<file path="src/rtl/vga_pkg.sv">
// ---------------------------------------------------------------------------
// vga_pkg
// Shared constants and types for the VGA scan-out path.
//   - 640x480@60 Hz raster timing (visible, front porch, sync, total).
//   - PIPE_LAT: clocks from counter state to output pins.
//   - Counter, address and pixel types; the per-stage flag bundle that
//     travels alongside the memory read.
//   - in_span(): half-open range test used for sync and window decoding.
// ---------------------------------------------------------------------------
package vga_pkg;

  localparam int H_VIS    = 640;
  localparam int H_FP     = 16;
  localparam int H_SYNC   = 96;
  localparam int H_TOT    = 800;
  localparam int V_VIS    = 480;
  localparam int V_FP     = 10;
  localparam int V_SYNC   = 2;
  localparam int V_TOT    = 525;
  localparam int PIPE_LAT = 3;

  localparam int CNT_W = 12;

  typedef logic [CNT_W-1:0] cnt_t;
  typedef logic [31:0]      addr_t;
  typedef logic [7:0]       pix_t;

  // Raster flags computed from the counters, delayed together so they stay
  // aligned with the pixel returned by the RAM.
  typedef struct packed {
    logic visible;
    logic in_win;
    logic hsync_n;
    logic vsync_n;
    logic frame_start;
  } stage_flags_t;

  // Idle value keeps both syncs inactive, so leaving reset never produces a
  // spurious sync pulse while the pipeline fills.
  localparam stage_flags_t FLAGS_IDLE = '{
    visible:     1'b0,
    in_win:      1'b0,
    hsync_n:     1'b1,
    vsync_n:     1'b1,
    frame_start: 1'b0
  };

  // True when lo <= pos < lo+len.
  function automatic logic in_span(input cnt_t pos, input int lo, input int len);
    return (int'(pos) >= lo) && (int'(pos) < lo + len);
  endfunction

endpackage

</file>
<file path="src/rtl/vga_frame_reader_if.sv">
// ---------------------------------------------------------------------------
// vga_frame_reader_if
// Bundles the memory port-b read path and the VGA DAC pins of the frame
// reader.
//   master (frame reader): drives address, write controls (tied inactive),
//                          hsync/vsync/blank_n/sync_n, r/g/b, frame_start;
//                          receives q_b.
//   slave  (RAM + DAC)   : the opposite directions.
// ---------------------------------------------------------------------------
interface vga_frame_reader_if;
  import vga_pkg::*;

  addr_t address;      // port-b read address
  pix_t  q_b;          // port-b read data, one clock after address capture
  logic  wren_b;       // port-b write enable, never asserted
  pix_t  data_b;       // port-b write data, never used
  logic  hsync;        // active low
  logic  vsync;        // active low
  logic  blank_n;      // 1 in the visible area
  logic  sync_n;       // no sync-on-green
  pix_t  r;
  pix_t  g;
  pix_t  b;
  logic  frame_start;  // one pulse with output pixel (0,0)

  modport master (
    output address, wren_b, data_b,
    output hsync, vsync, blank_n, sync_n, r, g, b, frame_start,
    input  q_b
  );

  modport slave (
    input  address, wren_b, data_b,
    input  hsync, vsync, blank_n, sync_n, r, g, b, frame_start,
    output q_b
  );

endinterface

</file>
<file path="src/rtl/vga_timing.sv">
// ---------------------------------------------------------------------------
// vga_timing
// Free-running horizontal/vertical raster counters and the raw (stage-0)
// timing decodes derived from them.
//   clk, rst    : pixel clock, asynchronous active-low reset
//   h_cnt/v_cnt : current raster position
//   visible     : position lies in the active area
//   hsync_n     : low during the horizontal sync interval
//   vsync_n     : low during the vertical sync lines
//   frame_start : position is (0,0)
// ---------------------------------------------------------------------------
module vga_timing
  import vga_pkg::*;
#(
  parameter int H_VISIBLE = H_VIS,
  parameter int H_FRONT   = H_FP,
  parameter int H_SYNC_W  = H_SYNC,
  parameter int H_TOTAL   = H_TOT,
  parameter int V_VISIBLE = V_VIS,
  parameter int V_FRONT   = V_FP,
  parameter int V_SYNC_W  = V_SYNC,
  parameter int V_TOTAL   = V_TOT
) (
  input  logic clk,
  input  logic rst,
  output cnt_t h_cnt,
  output cnt_t v_cnt,
  output logic visible,
  output logic hsync_n,
  output logic vsync_n,
  output logic frame_start
);

  localparam cnt_t H_LAST = cnt_t'(H_TOTAL - 1);
  localparam cnt_t V_LAST = cnt_t'(V_TOTAL - 1);

  cnt_t h_cnt_q, h_cnt_d;
  cnt_t v_cnt_q, v_cnt_d;

  always_comb begin
    // NOTE: defaults come first so every path assigns every variable; a
    // missing branch here would otherwise infer a latch.
    h_cnt_d = h_cnt_q + 1'b1;
    v_cnt_d = v_cnt_q;
    if (h_cnt_q == H_LAST) begin
      h_cnt_d = '0;
      v_cnt_d = (v_cnt_q == V_LAST) ? '0 : v_cnt_q + 1'b1;
    end
  end

  // NOTE: state is updated with non-blocking assignments so every flop in
  // the design samples values from before the clock edge.
  always_ff @(posedge clk or negedge rst) begin
    if (!rst) begin
      h_cnt_q <= '0;
      v_cnt_q <= '0;
    end else begin
      h_cnt_q <= h_cnt_d;
      v_cnt_q <= v_cnt_d;
    end
  end

  assign h_cnt       = h_cnt_q;
  assign v_cnt       = v_cnt_q;
  assign visible     = in_span(h_cnt_q, 0, H_VISIBLE) && in_span(v_cnt_q, 0, V_VISIBLE);
  assign hsync_n     = !in_span(h_cnt_q, H_VISIBLE + H_FRONT, H_SYNC_W);
  assign vsync_n     = !in_span(v_cnt_q, V_VISIBLE + V_FRONT, V_SYNC_W);
  assign frame_start = (h_cnt_q == '0) && (v_cnt_q == '0);

endmodule

</file>
<file path="src/rtl/vga_frame_reader.sv">
// ---------------------------------------------------------------------------
// vga_frame_reader
// Scans an IMG_W x IMG_H 8-bit grayscale image out of memory port b and
// presents it on a VGA DAC, centred in the visible raster at (X0,Y0).
//   clk        : pixel clock, shared with memory port b
//   rst        : asynchronous active-low reset
//   display_en : show the image; latched once per frame at raster (0,0)
//   bus        : port-b address/q_b and the VGA pins (master side)
//
// Pipeline (3 clocks from counter state to pins, same for sync and pixel):
//   stage 0 : counters, sync/visible decode, window test
//   stage 1 : address register (RAM captures it on the next edge)
//   stage 2 : RAM returns q_b
//   output  : grey level mux into r/g/b, delayed flags to the sync pins
// ---------------------------------------------------------------------------
module vga_frame_reader
  import vga_pkg::*;
#(
  parameter int    IMG_W     = 256,
  parameter int    IMG_H     = 256,
  parameter addr_t BASE_ADDR = '0,
  parameter int    X0        = 192,
  parameter int    Y0        = 112,
  parameter pix_t  BG        = 8'h00,
  parameter int    H_VISIBLE = H_VIS,
  parameter int    H_FRONT   = H_FP,
  parameter int    H_SYNC_W  = H_SYNC,
  parameter int    H_TOTAL   = H_TOT,
  parameter int    V_VISIBLE = V_VIS,
  parameter int    V_FRONT   = V_FP,
  parameter int    V_SYNC_W  = V_SYNC,
  parameter int    V_TOTAL   = V_TOT
) (
  input  logic                clk,
  input  logic                rst,
  input  logic                display_en,
  vga_frame_reader_if.master  bus
);

  localparam cnt_t X_LAST = cnt_t'(X0 + IMG_W - 1);

  // ---------------- stage 0: raster timing and window test ----------------
  cnt_t h_cnt;
  cnt_t v_cnt;
  logic visible_s0;
  logic hsync_n_s0;
  logic vsync_n_s0;
  logic fstart_s0;
  logic in_win_s0;

  vga_timing #(
    .H_VISIBLE (H_VISIBLE),
    .H_FRONT   (H_FRONT),
    .H_SYNC_W  (H_SYNC_W),
    .H_TOTAL   (H_TOTAL),
    .V_VISIBLE (V_VISIBLE),
    .V_FRONT   (V_FRONT),
    .V_SYNC_W  (V_SYNC_W),
    .V_TOTAL   (V_TOTAL)
  ) u_timing (
    .clk         (clk),
    .rst         (rst),
    .h_cnt       (h_cnt),
    .v_cnt       (v_cnt),
    .visible     (visible_s0),
    .hsync_n     (hsync_n_s0),
    .vsync_n     (vsync_n_s0),
    .frame_start (fstart_s0)
  );

  logic en_lat_q, en_lat_d;

  assign in_win_s0 = visible_s0
                  && in_span(h_cnt, X0, IMG_W)
                  && in_span(v_cnt, Y0, IMG_H)
                  && en_lat_q;

  stage_flags_t flags_s0;
  assign flags_s0 = '{
    visible:     visible_s0,
    in_win:      in_win_s0,
    hsync_n:     hsync_n_s0,
    vsync_n:     vsync_n_s0,
    frame_start: fstart_s0
  };

  // ---------------- stage 1: address generation ----------------
  // row_base tracks (v-Y0)*IMG_W: cleared each frame, advanced by IMG_W
  // after the last window pixel of a row, so no multiplier is needed.
  addr_t row_base_q, row_base_d;
  addr_t addr_q, addr_d;
  addr_t col_off;

  assign col_off = addr_t'(h_cnt) - addr_t'(X0);

  // ---------------- delay line and output register ----------------
  stage_flags_t flags_d1_q, flags_d1_d;
  stage_flags_t flags_d2_q, flags_d2_d;
  pix_t         pix_q, pix_d;
  logic         blank_n_q, blank_n_d;
  logic         hsync_q, hsync_d;
  logic         vsync_q, vsync_d;
  logic         fstart_q, fstart_d;

  always_comb begin
    en_lat_d   = en_lat_q;
    row_base_d = row_base_q;
    addr_d     = addr_q;

    // display_en only matters at frame start; mid-frame changes wait.
    if (fstart_s0) begin
      en_lat_d   = display_en;
      row_base_d = '0;
    end

    // Outside the window the address holds, so the RAM sees no activity.
    if (in_win_s0) begin
      addr_d = BASE_ADDR + row_base_q + col_off;
      if (h_cnt == X_LAST) begin
        row_base_d = row_base_q + addr_t'(IMG_W);
      end
    end

    flags_d1_d = flags_s0;
    flags_d2_d = flags_d1_q;

    // flags_d2_q lines up with q_b: both describe the same raster position.
    if (flags_d2_q.in_win) begin
      pix_d = bus.q_b;
    end else if (flags_d2_q.visible) begin
      pix_d = BG;
    end else begin
      pix_d = '0;
    end
    blank_n_d = flags_d2_q.visible;
    hsync_d   = flags_d2_q.hsync_n;
    vsync_d   = flags_d2_q.vsync_n;
    fstart_d  = flags_d2_q.frame_start;
  end

  always_ff @(posedge clk or negedge rst) begin
    if (!rst) begin
      en_lat_q   <= 1'b0;
      row_base_q <= '0;
      addr_q     <= BASE_ADDR;
      flags_d1_q <= FLAGS_IDLE;
      flags_d2_q <= FLAGS_IDLE;
      pix_q      <= '0;
      blank_n_q  <= 1'b0;
      hsync_q    <= 1'b1;
      vsync_q    <= 1'b1;
      fstart_q   <= 1'b0;
    end else begin
      en_lat_q   <= en_lat_d;
      row_base_q <= row_base_d;
      addr_q     <= addr_d;
      flags_d1_q <= flags_d1_d;
      flags_d2_q <= flags_d2_d;
      pix_q      <= pix_d;
      blank_n_q  <= blank_n_d;
      hsync_q    <= hsync_d;
      vsync_q    <= vsync_d;
      fstart_q   <= fstart_d;
    end
  end

  // ---------------- pins ----------------
  assign bus.address     = addr_q;
  assign bus.wren_b      = 1'b0;
  assign bus.data_b      = '0;
  assign bus.hsync       = hsync_q;
  assign bus.vsync       = vsync_q;
  assign bus.blank_n     = blank_n_q;
  assign bus.sync_n      = 1'b0;
  assign bus.r           = pix_q;
  assign bus.g           = pix_q;
  assign bus.b           = pix_q;
  assign bus.frame_start = fstart_q;

endmodule

</file>
<file path="src/flat_wrapper.sv">
// flat-port wrapper written by rule: the top's interface ports become plain ports
module vga_frame_reader_flat import vga_pkg::*;
#(
  parameter int    IMG_W     = 256,
  parameter int    IMG_H     = 256,
  parameter addr_t BASE_ADDR = '0,
  parameter int    X0        = 192,
  parameter int    Y0        = 112,
  parameter pix_t  BG        = 8'h00,
  parameter int    H_VISIBLE = H_VIS,
  parameter int    H_FRONT   = H_FP,
  parameter int    H_SYNC_W  = H_SYNC,
  parameter int    H_TOTAL   = H_TOT,
  parameter int    V_VISIBLE = V_VIS,
  parameter int    V_FRONT   = V_FP,
  parameter int    V_SYNC_W  = V_SYNC,
  parameter int    V_TOTAL   = V_TOT
)
  (clk, rst, display_en, bus_address, bus_wren_b, bus_data_b, bus_hsync, bus_vsync, bus_blank_n, bus_sync_n, bus_r, bus_g, bus_b, bus_frame_start, bus_q_b);
  vga_frame_reader_if bus_i ();
  input  logic clk;
  input  logic rst;
  input  logic display_en;
  output wire logic [$bits(bus_i.address)-1:0] bus_address;
  output wire logic [$bits(bus_i.wren_b)-1:0] bus_wren_b;
  output wire logic [$bits(bus_i.data_b)-1:0] bus_data_b;
  output wire logic [$bits(bus_i.hsync)-1:0] bus_hsync;
  output wire logic [$bits(bus_i.vsync)-1:0] bus_vsync;
  output wire logic [$bits(bus_i.blank_n)-1:0] bus_blank_n;
  output wire logic [$bits(bus_i.sync_n)-1:0] bus_sync_n;
  output wire logic [$bits(bus_i.r)-1:0] bus_r;
  output wire logic [$bits(bus_i.g)-1:0] bus_g;
  output wire logic [$bits(bus_i.b)-1:0] bus_b;
  output wire logic [$bits(bus_i.frame_start)-1:0] bus_frame_start;
  input wire logic [$bits(bus_i.q_b)-1:0] bus_q_b;
  assign bus_address = bus_i.address;
  assign bus_wren_b = bus_i.wren_b;
  assign bus_data_b = bus_i.data_b;
  assign bus_hsync = bus_i.hsync;
  assign bus_vsync = bus_i.vsync;
  assign bus_blank_n = bus_i.blank_n;
  assign bus_sync_n = bus_i.sync_n;
  assign bus_r = bus_i.r;
  assign bus_g = bus_i.g;
  assign bus_b = bus_i.b;
  assign bus_frame_start = bus_i.frame_start;
  assign bus_i.q_b = bus_q_b;
  vga_frame_reader #(.IMG_W(IMG_W), .IMG_H(IMG_H), .BASE_ADDR(BASE_ADDR), .X0(X0), .Y0(Y0), .BG(BG), .H_VISIBLE(H_VISIBLE), .H_FRONT(H_FRONT), .H_SYNC_W(H_SYNC_W), .H_TOTAL(H_TOTAL), .V_VISIBLE(V_VISIBLE), .V_FRONT(V_FRONT), .V_SYNC_W(V_SYNC_W), .V_TOTAL(V_TOTAL)) u_core (.clk(clk), .rst(rst), .display_en(display_en), .bus(bus_i));
endmodule
</file>
<file path="config.mk">
export PLATFORM = sky130hd
export DESIGN_NAME = vga_frame_reader_flat
export DESIGN_NICKNAME = d
export VERILOG_FILES = /design/src/rtl/vga_pkg.sv /design/src/rtl/vga_frame_reader_if.sv /design/src/rtl/vga_timing.sv /design/src/rtl/vga_frame_reader.sv /design/src/flat_wrapper.sv
export SDC_FILE = /design/constraint.sdc
export NUM_CORES = 1
export LEC_CHECK = 0
export CAP_MARGIN = 40
export CORE_MARGIN = 4
export CORE_UTILIZATION = 61
export DETAILED_ROUTE_END_ITERATION = 10
export GPL_ROUTABILITY_DRIVEN = 1
export PLACE_DENSITY = 0.87
export SETUP_SLACK_MARGIN = 0.3
export SLEW_MARGIN = 20
export SYNTH_ARGS = -nofsm -noshare
export SYNTH_HDL_FRONTEND = slang
export SYNTH_SLANG_ARGS = --single-unit
</file>
<file path="constraint.sdc">
create_clock -name clk -period 7.7 [get_ports clk]
set_input_delay 0.77 -clock clk [delete_from_list [all_inputs] [get_ports clk]]
set_output_delay 0.77 -clock clk [all_outputs]
set_load 0.005 [all_outputs]
</file>
==> results of run 1 <==
area by class of cell:
class	instances	area, µm²
inverters	21	78.8
multi-input cells	509	3300
clock inverters	5	41.3
flip-flops and latches	111	2790
clock buffers	11	131
well taps	136	170
fillers	783	3010
repair buffers	76	763
path summary, 6_finish.rpt:
path	start	endpoint	slack, ns	cells after the start
max in group asynchronous	rst	u_core.row_base_q[19]$_DFF_PN0_	6.12	2
min in group asynchronous	rst	u_core.bus.address[11]$_DFFE_PN0P_	0.38	1
worst min register to register	u_core.flags_d1_q[0]$_DFF_PN0_	u_core.fstart_d$_DFF_PN0_	0.36	0
worst max-delay path	u_core.u_timing.h_cnt[7]$_DFF_PN0_	u_core.bus.address[30]$_DFFE_PN0P_	4.01	12
worst max register to register	u_core.u_timing.h_cnt[7]$_DFF_PN0_	u_core.bus.address[30]$_DFFE_PN0P_	4.01	12
worst min-delay path	u_core.flags_d1_q[0]$_DFF_PN0_	u_core.fstart_d$_DFF_PN0_	0.36	0
layer usage:
layer / vias to the layer above / wire (µm)
met5: - / 0
met4: 0 / 316
met3: 32 / 803
met2: 198 / 6790
met1: 2489 / 6370
li1: 2449 / -
registers in the layout, summed over array words and instances, names as in the netlist, 5 cells and up:
| signal | count |
|---|---|
| u_core.flags_d1_q | 5 |
| u_core.bus.address | 32 |
| u_core.bus.b | 8 |
| u_core.u_timing.v_cnt | 12 |
| u_core.row_base_q | 32 |
| u_core.u_timing.h_cnt | 12 |
worst register-to-register path, delay by kind of cell (launching register included):
kind,cells,cell delay (ns)
AOI/OAI and AO/OA,6,1.58
adders and majority gates,2,0.65
DFF,1,0.48
and+or+nand+nor,2,0.32
buffers and inverters,1,0.30
muxes,1,0.25
report_power, final:
part	leakage, nW	internal [mW]	switching, mW
registers	1.50	0.583	0.000129
clock network	0.0810	0.122	0.208
logic	1.84	0.00488	0.0130
cell families (layout without fill, tap and decap cells):
family | count (synthesis) | after routing | synth area share
AO/OA/AOI/OAI | 140 | 140 | 0.129
flip-flops | 111 | 111 | 0.434
XOR/XNOR | 62 | 62 | 0.0846
adder cells (fa/ha/maj) | 40 | 40 | 0.0792
multiplexers | 5 | 5 | 0.00819
buffers and inverters | 71 | 113 | 0.0587
other | 1 | 10 | 0.000585
AND/OR/NAND/NOR | 252 | 252 | 0.205
placed cells by master (no fill, tap or decap), types with 5 or more instances in the layout:
master           Yosys  layout
clkbuf_8             0       9
a21o_1              14      14
nand4_1             18      18
nand2_1             77      77
and3_1              10      10
xnor2_1             37      37
conb_1               1      10
o21ai_0             59      59
a31oi_1              5       5
and4_1               5       5
a21oi_1             34      34
nor3_1              11      11
inv_1               21      21
nor2_1              40      40
and2_1              13      13
clkdlybuf4s50_1      0      69
nand3_1             36      36
buf_4               27       5
ha_1                39      39
dfstp_2              6       6
nor4_1               7       5
nor2b_1              9       9
dfrtp_1            105     105
xor2_1              25      25
metrics by stage:
| stage | cell area [µm²] | hold slack, ns | setup slack [ns] | cells | utilization |
|---|---|---|---|---|---|
| finish | 7270 | 0.356 | 4.01 | 869 | 0.707 |
| global route | 7270 | 0.363 | 3.76 | 869 | 0.707 |
| CTS | 7270 | 0.358 | 4.04 | 869 | 0.707 |
| detailed placement | 7100 | 0.335 | 4.06 | 853 | 0.691 |
| global placement | 7060 | 0.332 | 4.21 | 850 | 0.687 |
| floorplan | 6450 | 0.331 | 2.84 | 691 | - |
==> run metrics, run 1 <==
Least-Margin Pin Slew 0.870 ns; Area growth, synth to finish 13.3%; Vias 5168; top cells by count, synth 105 x dfrtp_1, 77 x nand2_1, 59 x o21ai_0; CP endpoint kind flip-flop; global-route wire length before repair 24500 µm; H-tree depth 3; CP Buf/Inv Count 1; met3 Usage GRT 0.0405; Max FO, Critical Path 20; ANT nets after route 0; Total GRT Usage 0.238; delay-heaviest family, CP compound AO/OA/AOI/OAI gates; most common cell in the netlist dfrtp_1; Crit path arrival time 3.95 ns; IO Port Bufs 70; CP required 7.96 ns; hpwl dp 10600 µm; fin nets 779; vias in the first global route 5135; Max Fclk 271 MHz; Setup TNS Final 0 ns; crit path cell chain ha_1 > nor4_2 > buf_4 > ha_1 > a21o_1 > a21o_1 > a21oi_1 > a32o_1 > o31a_1 > o41ai_1 > mux2i_1 > nand3_1; Setup CP Type flip-flop to flip-flop; met1 usage 0.322; Chip Width 111 µm; CTS tree yes; die height 111 µm; Synth Instances 682; antenna cell count 0; CP Launch Type flip-flop; Post-CTS Resized 0; slowest CP cell o41ai_1; drt drc 0; max-slew violation count 0; total routed wirelength 14300 µm; GRT Residual Overflow 0; status finished clean; TritonCTS Sinks 111; CTS max path bufs 2; clock latency on the worst-skew pair 0.38 ns; Synth Register Bits 111; Fin. Hold Viols 0; min Tclk post-route 3.69 ns; met2 Track Usage GR 0.388; RD Place Congestion 0.882; Final Setup Violations 0; HP Class flip-flop to flip-flop; row count 37; RSZ-0062 raised after global routing no; Starting Density 0.624; CTS Root Cell clkbuf_8; synth unique cells 64; largest net degree at the start of global routing 63; share of the synthesized area in the top cell type 0.410; Via density 5.95; ys flop type dfrtp_1; Worst Skew 0.0164 ns; hold bufs inserted after CTS 0; core footprint 10300 µm²; antenna violations before repair 0; Post-synth EDFFs 0; PD cells 128 nW/µm²; largest cells by area after synthesis dfrtp_1 41%, ha_1 7.6%, xnor2_1 5.1%; Iter 0 DRT Violations 348; Max stage delay on crit path 0.57 ns; Max-Cap Viols 0; yosys warns 0; total power 0.931 mW; layout cells sized above 1 0.0546; drt first pass iters 5; Mapped Area 6410 µm²; Clock transition at path regs 0.10 ns; worst ir drop on vdd 74.7 µV; CTS buffer count 9; Post-synth ARST share 1.00; Seq/Total Area, Yosys 0.434; Slew HR 0.415; Final period util 0.479; Mean Syn Cell Area 9.41 µm²; Post-CTS Setup Inserts 0; GR peak layer met2; Routed wire per std cell 16.4 µm; leakage power 3.42 nW; die area 12200 µm²; Top Ports 81; post-synth top area cell dfrtp_1
(Power assumes the default switching activity.)
==> inputs of run 2 (changes only) <==
Settings changed: CORE_UTILIZATION 61 to 56, PLACE_DENSITY 0.87 to 0.8.
Clock period 7.7 ns to 3.5 ns, I/O delays scaled along.
==> run metrics, run 2 (synthesis gave the netlist of run 1 again) <==
status finished clean; total routed wirelength 14700 µm (+2.7%); Slew HR 0.311 (-0.104); Top Ports 81 (unchanged); CTS max path bufs 2 (unchanged); Final Setup Violations 0 (unchanged); Via density 5.71 (-4.0%); GRT Residual Overflow 0 (unchanged); Starting Density 0.582 (-0.0426); ANT nets after route 0 (unchanged); H-tree depth 3 (unchanged); min Tclk post-route 3.11 ns (-0.577 ns); die height 115 µm (+4.1%); layout cells sized above 1 0.103 (+0.0482); CP Launch Type flip-flop; drt drc 0 (unchanged); Setup CP Type flip-flop to flip-flop; IO Port Bufs 70 (unchanged); Fin. Hold Viols 0 (unchanged); Clock transition at path regs 0.07 ns (-0.03 ns); Final period util 0.890 (+0.410); CTS tree yes; flop2flop setup slack 0.39 ns (-3.62 ns); Max FO, Critical Path 6 (-70%); Routed wire per std cell 16.5 µm (+0.36%); RD Place Congestion 0.955 (+8.3%); RSZ-0062 raised after global routing no; Max Fclk 321 MHz (+19%); Setup TNS Final 0 ns (unchanged); worst reg-to-reg path cell count 12 (unchanged); Worst Skew 0.00824 ns (-0.00811 ns); Crit path arrival time 3.35 ns (-0.60 ns); Max-Cap Viols 0 (unchanged); Vias 5077 (-1.8%); clock latency on the worst-skew pair 0.35 ns (-0.03 ns); row count 38 (+2.7%); global-route wire length before repair 23600 µm (-3.7%); Chip Width 115 µm (+4.1%); fin nets 795 (+2.1%); vias in the first global route 4811 (-6.3%); largest net degree at the start of global routing 62 (-1.6%); final hold slack 0.0409 ns (-0.315 ns); max-slew violation count 0 (unchanged); antenna cell count 0 (unchanged); PD cells 312 nW/µm² (+140%); leading cell type in the layout, fill and taps excluded dfrtp_1; HP Class primary input to async pin; TritonCTS Sinks 111 (unchanged); R2R Path Start u_core.u_timing.h_cnt[7]$_DFF_PN0_; reg2reg end u_core.bus.address[31]$_DFFE_PN0P_; antenna violations before repair 0 (unchanged); CP endpoint kind flip-flop; drt first pass iters 5 (unchanged); hold bufs inserted after CTS 0 (unchanged); leakage power 3.57 nW (+4.4%); worst ir drop on vdd 257 µV (+240%); die area 13200 µm² (+8.3%); Worst Setup SP u_core.u_timing.h_cnt[7]$_DFF_PN0_; CTS Root Cell clkbuf_16; Total GRT Usage 0.222 (-0.0163); CTS buffer count 9 (unchanged); CP required 3.74 ns (-4.22 ns); Area growth, synth to finish 19.0%; core footprint 11000 µm² (+7.3%); Multi-input gate area 3410 µm² (+3.4%); hpwl dp 10600 µm (about the same); commonest non-fill, non-tap cells in the layout 101 x dfrtp_1, 77 x nand2_1, 69 x clkdlybuf4s50_1, 56 x o21ai_0, 40 x nor2_1; area taken by flip-flops and latches 2790 µm² (+0.18%); number of fillers in the final layout 854 (+9.1%); Iter 0 DRT Violations 379 (+8.9%); Least-Margin Pin Slew 1.02 ns (+0.155 ns)
==> run 2: changes by cell type in the layout (fill, tap and decap cells not counted), sizes merged <==
cell,delta
buf,+15
inv,-3
clkinv,+1
clkbuf,+2
bufinv,+1
==> run 2: per-layer routing <==
layer  part of all wire  wire length (µm)  global-route usage  vias up
met5                  0                 0                   0        -
met3              0.065               949              0.0321       24
li1                   -                 -                   -     2485
met4              0.020               292              0.0845        0
met1               0.45              6590               0.311     2369
met2               0.47              6840               0.351      199
==> run 2: metrics by stage <==
| step | total power [mW] | instance area, µm² | std cells | util | setup slack [ns] |
|---|---|---|---|---|---|
| final | 2.38 | 7630 | 889 | 0.692 | 0.387 |
| after global routing | 2.46 | 7630 | 889 | 0.692 | 0.193 |
| after global placement | 1.35 | 7180 | 865 | 0.651 | 0.262 |
| after floorplan | 1.32 | 6510 | 691 | - | 0.0701 |
| after CTS | 2.40 | 7500 | 881 | 0.680 | 0.336 |
| after detailed placement | 1.35 | 7180 | 865 | 0.651 | 0.208 |
==> run 2: cell type report <==
| class | instances | area share |
|---|---|---|
| clock inverters | 4 | 0.00705 |
| clock buffers | 12 | 0.0336 |
| well taps | 140 | 0.0229 |
| repair buffers | 92 | 0.114 |
| inverters | 21 | 0.0103 |
| multi-input cells | 509 | 0.447 |
| flip-flops and latches | 111 | 0.366 |
==> run 2: worst max-delay path by stage <==
stage	to	slack (ns)	cells after the start
after global routing	u_core.bus.address[21]$_DFFE_PN0P_	0.19	11
after global placement	u_core.bus.address[30]$_DFFE_PN0P_	0.26	12
after CTS	u_core.bus.address[17]$_DFFE_PN0P_	0.34	12
after detailed placement	u_core.bus.address[31]$_DFFE_PN0P_	0.21	12
after floorplan	u_core.bus.address[30]$_DFFE_PN0P_	0.07	13
final	u_core.bus.address[31]$_DFFE_PN0P_	0.39	12
==> run 2: power by group <==
part           internal, mW  leakage, nW  switching (mW)
clock network         0.596        0.145           0.464
logic                0.0114         1.93          0.0287
registers              1.28         1.49        0.000301
==> run 2: timing repair <==
action | in CTS | in global routing
pin swaps | 0 | 3
gates resized for setup | 4 | 18
endpoints found under the hold margin | 0 | 0
endpoints found under the setup margin | 5 | 13
cloned | 0 | 2
buffers inserted | 0 | 6
==> run 2: critical path, stage by stage (launching register included) <==
cell and delay [ns]:
dfrtp_2 0.45, buf_4 0.16, a21o_1 0.18, nor3_1 0.22, xor2_1 0.28, ha_1 0.33
a21boi_0 0.15, o21a_1 0.23, o22a_1 0.25, a21oi_2 0.18, o2111ai_1 0.14, xnor2_1 0.15
mux2_2 0.26
==> inputs of run 3 (changes only) <==
Settings changed: CORE_UTILIZATION 56 to 50, PLACE_DENSITY 0.8 to 0.73, SLEW_MARGIN 20 to not set.
==> run metrics, run 3 (synthesis gave the netlist of run 1 again) <==
status finished with violations; failing checks negative hold slack; vias in the first global route 5171 (+7.5%); leading cell type in the layout, fill and taps excluded dfrtp_1; HP Class primary input to async pin; antenna cell count 0 (unchanged); largest net degree at the start of global routing 62 (unchanged); Via density 5.70 (-0.16%); delay-heaviest family, CP compound AO/OA/AOI/OAI gates; Top Ports 81 (unchanged); TritonCTS Sinks 111 (unchanged); PD cells 304 nW/µm² (-2.7%); Final period util 0.903 (+0.0139); CTS max path bufs 2 (unchanged); leakage power 3.65 nW (+2.3%); Slew HR 0.450 (+0.139); Final Setup Violations 0 (unchanged); layout cells sized above 1 0.136 (+0.0334); reg2reg end u_core.bus.address[30]$_DFFE_PN0P_; Least-Margin Pin Slew 0.818 ns (-0.207 ns); Net Switching 0.502 mW (+1.6%); number of fillers in the final layout 1028 (+20%); RSZ-0062 raised after global routing yes; hold bufs inserted after CTS 0 (unchanged); Max FO, Critical Path 7 (+1); RD Place Congestion 0.876 (-8.4%); utilization after layout 0.627 (-0.0654); Fin. Hold Viols 11 (+11); GRT Residual Overflow 0 (unchanged); Critical Path Stages 13 (+1); CP endpoint kind flip-flop; Setup TNS Final 0 ns (unchanged); Worst Skew 0.00740 ns (-0.000848 ns); worst reg-to-reg path cell count 13 (+1); Int Power 1.89 mW (about the same); core footprint 12600 µm² (+14%); CTS Root Cell clkbuf_16; antenna violations before repair 0 (unchanged); R2R Path Start u_core.u_timing.h_cnt[11]$_DFF_PN0_; Max Fclk 316 MHz (-1.5%); hpwl dp 10700 µm (+1.3%); H-tree depth 3 (unchanged); Total GRT Usage 0.210 (-0.0117); Starting Density 0.510 (-0.0712); Sequential Power Share 0.536 (-0.002); CTS buffer count 9 (unchanged); Chip Width 121 µm (+5.4%); ANT nets after route 0 (unchanged); total routed wirelength 15700 µm (+6.8%); Clock transition at path regs 0.07 ns (about the same); die height 121 µm (+5.4%); switch share 0.210 (+0.00267); row count 41 (+7.9%); Max-Cap Viols 0 (unchanged); min Tclk post-route 3.16 ns (+0.0487 ns); Setup CP Type flip-flop to flip-flop; commonest non-fill, non-tap cells in the layout 100 x dfrtp_1, 76 x nand2_1, 69 x clkdlybuf4s50_1, 54 x o21ai_0, 39 x nor2_1; DP Worst Slack 0.135 ns (-0.0736 ns); part of the power in the clock network 0.447 (+0.002); Max stage delay on crit path 0.44 ns (about the same); max-slew violation count 0 (unchanged); post-route setup slack 0.338 ns (-0.0487 ns); die area 14700 µm² (+11%); CP required 3.73 ns (about the same); CTS tree yes; drt first pass iters 7 (+2); Crit path arrival time 3.40 ns (+0.05 ns); final hold slack -0.0107 ns (-0.0516 ns); worst ir drop on vdd 162 µV (-37%); drt drc 0 (unchanged); flop2flop setup slack 0.34 ns (-0.05 ns); fin nets 802 (+0.88%); IO Port Bufs 70 (unchanged); Logic pwr share 0.017 (about the same); Vias 5291 (+4.2%); Routed wire per std cell 16.9 µm (+2.3%); crit path cell chain or2_4 > nor4_4 > buf_6 > buf_6 > ha_4 > a21o_1 > a21o_1 > a211o_1 > a211oi_2 > o31a_1 > o41ai_4 > mux2i_1 > nand3_1; clock latency on the worst-skew pair 0.36 ns (about the same); Iter 0 DRT Violations 418 (+10%); slowest CP cell dfrtp_1; Area growth, synth to finish 22.8%; global-route wire length before repair 24800 µm (+5.1%); CP Launch Type flip-flop; CP Buf/Inv Count 2 (+1)
[run 3: worst reg2reg max path, stage by stage, from the launching register on]
cell and delay, ns:
dfrtp_1 0.44, or2_4 0.32, nor4_4 0.21, buf_6 0.18
buf_6 0.12, ha_4 0.20, a21o_1 0.17, a21o_1 0.18
a211o_1 0.28, a211oi_2 0.31, o31a_1 0.28, o41ai_4 0.11
mux2i_1 0.16, nand3_1 0.08
[run 3: routing by layer]
| metal | vias up | GRT usage | routed length (µm) |
|---|---|---|---|
| li1 | 2491 | - | - |
| met1 | 2598 | 0.281 | 6970 |
| met2 | 181 | 0.339 | 7510 |
| met3 | 21 | 0.0396 | 925 |
| met4 | 0 | 0.0826 | 254 |
| met5 | - | 0 | 0 |
[run 3: final cells by class]
cell class | instances | area (µm²) | share of cell area
well taps | 172 | 215 | 0.0273
inverters | 21 | 78.8 | 0.0100
clock buffers | 12 | 256 | 0.0326
repair buffers | 99 | 943 | 0.120
clock inverters | 4 | 51.3 | 0.00651
multi-input cells | 509 | 3540 | 0.449
flip-flops and latches | 111 | 2790 | 0.354
[run 3: repair_timing]
action / CTS / global route
cloned: 0 / 1
endpoints found under the hold margin: 0 / 0
setup endpoints to repair: 8 / 11
gates resized for setup: 7 / 48
pin swaps: 0 / 26
setup buffers: 0 / 19
[run 3: through the flow]
stage,cells,hold slack (ns),instance area (µm²),power (mW)
CTS,908,0.0114,7520,2.42
finish,928,-0.0107,7880,2.39
detailed placement,892,0.338,7180,1.35
global placement,892,0.334,7180,1.35
floorplan,691,0.0544,6510,1.32
global route,928,0.0474,7880,2.47
[run 3: power by group through the flow]
stage	logic, mW	registers (mW)	clock network (mW)
global placement	0.0409	1.31	0
finish	0.0404	1.28	1.07
detailed placement	0.0424	1.31	0
global route	0.0478	1.28	1.14
floorplan	0.0118	1.31	0
CTS	0.0426	1.28	1.10
[run 3: how the worst max path moves through the flow]
stage                                              end                           startpoint  slack, ns
floorplan           u_core.bus.address[30]$_DFFE_PN0P_  u_core.u_timing.h_cnt[10]$_DFF_PN0_       0.07
global placement    u_core.bus.address[17]$_DFFE_PN0P_   u_core.u_timing.h_cnt[7]$_DFF_PN0_       0.26
detailed placement  u_core.bus.address[31]$_DFFE_PN0P_   u_core.u_timing.h_cnt[7]$_DFF_PN0_       0.13
CTS                 u_core.bus.address[30]$_DFFE_PN0P_  u_core.u_timing.h_cnt[10]$_DFF_PN0_       0.30
global route        u_core.bus.address[30]$_DFFE_PN0P_  u_core.u_timing.h_cnt[11]$_DFF_PN0_       0.19
finish              u_core.bus.address[30]$_DFFE_PN0P_  u_core.u_timing.h_cnt[11]$_DFF_PN0_       0.34
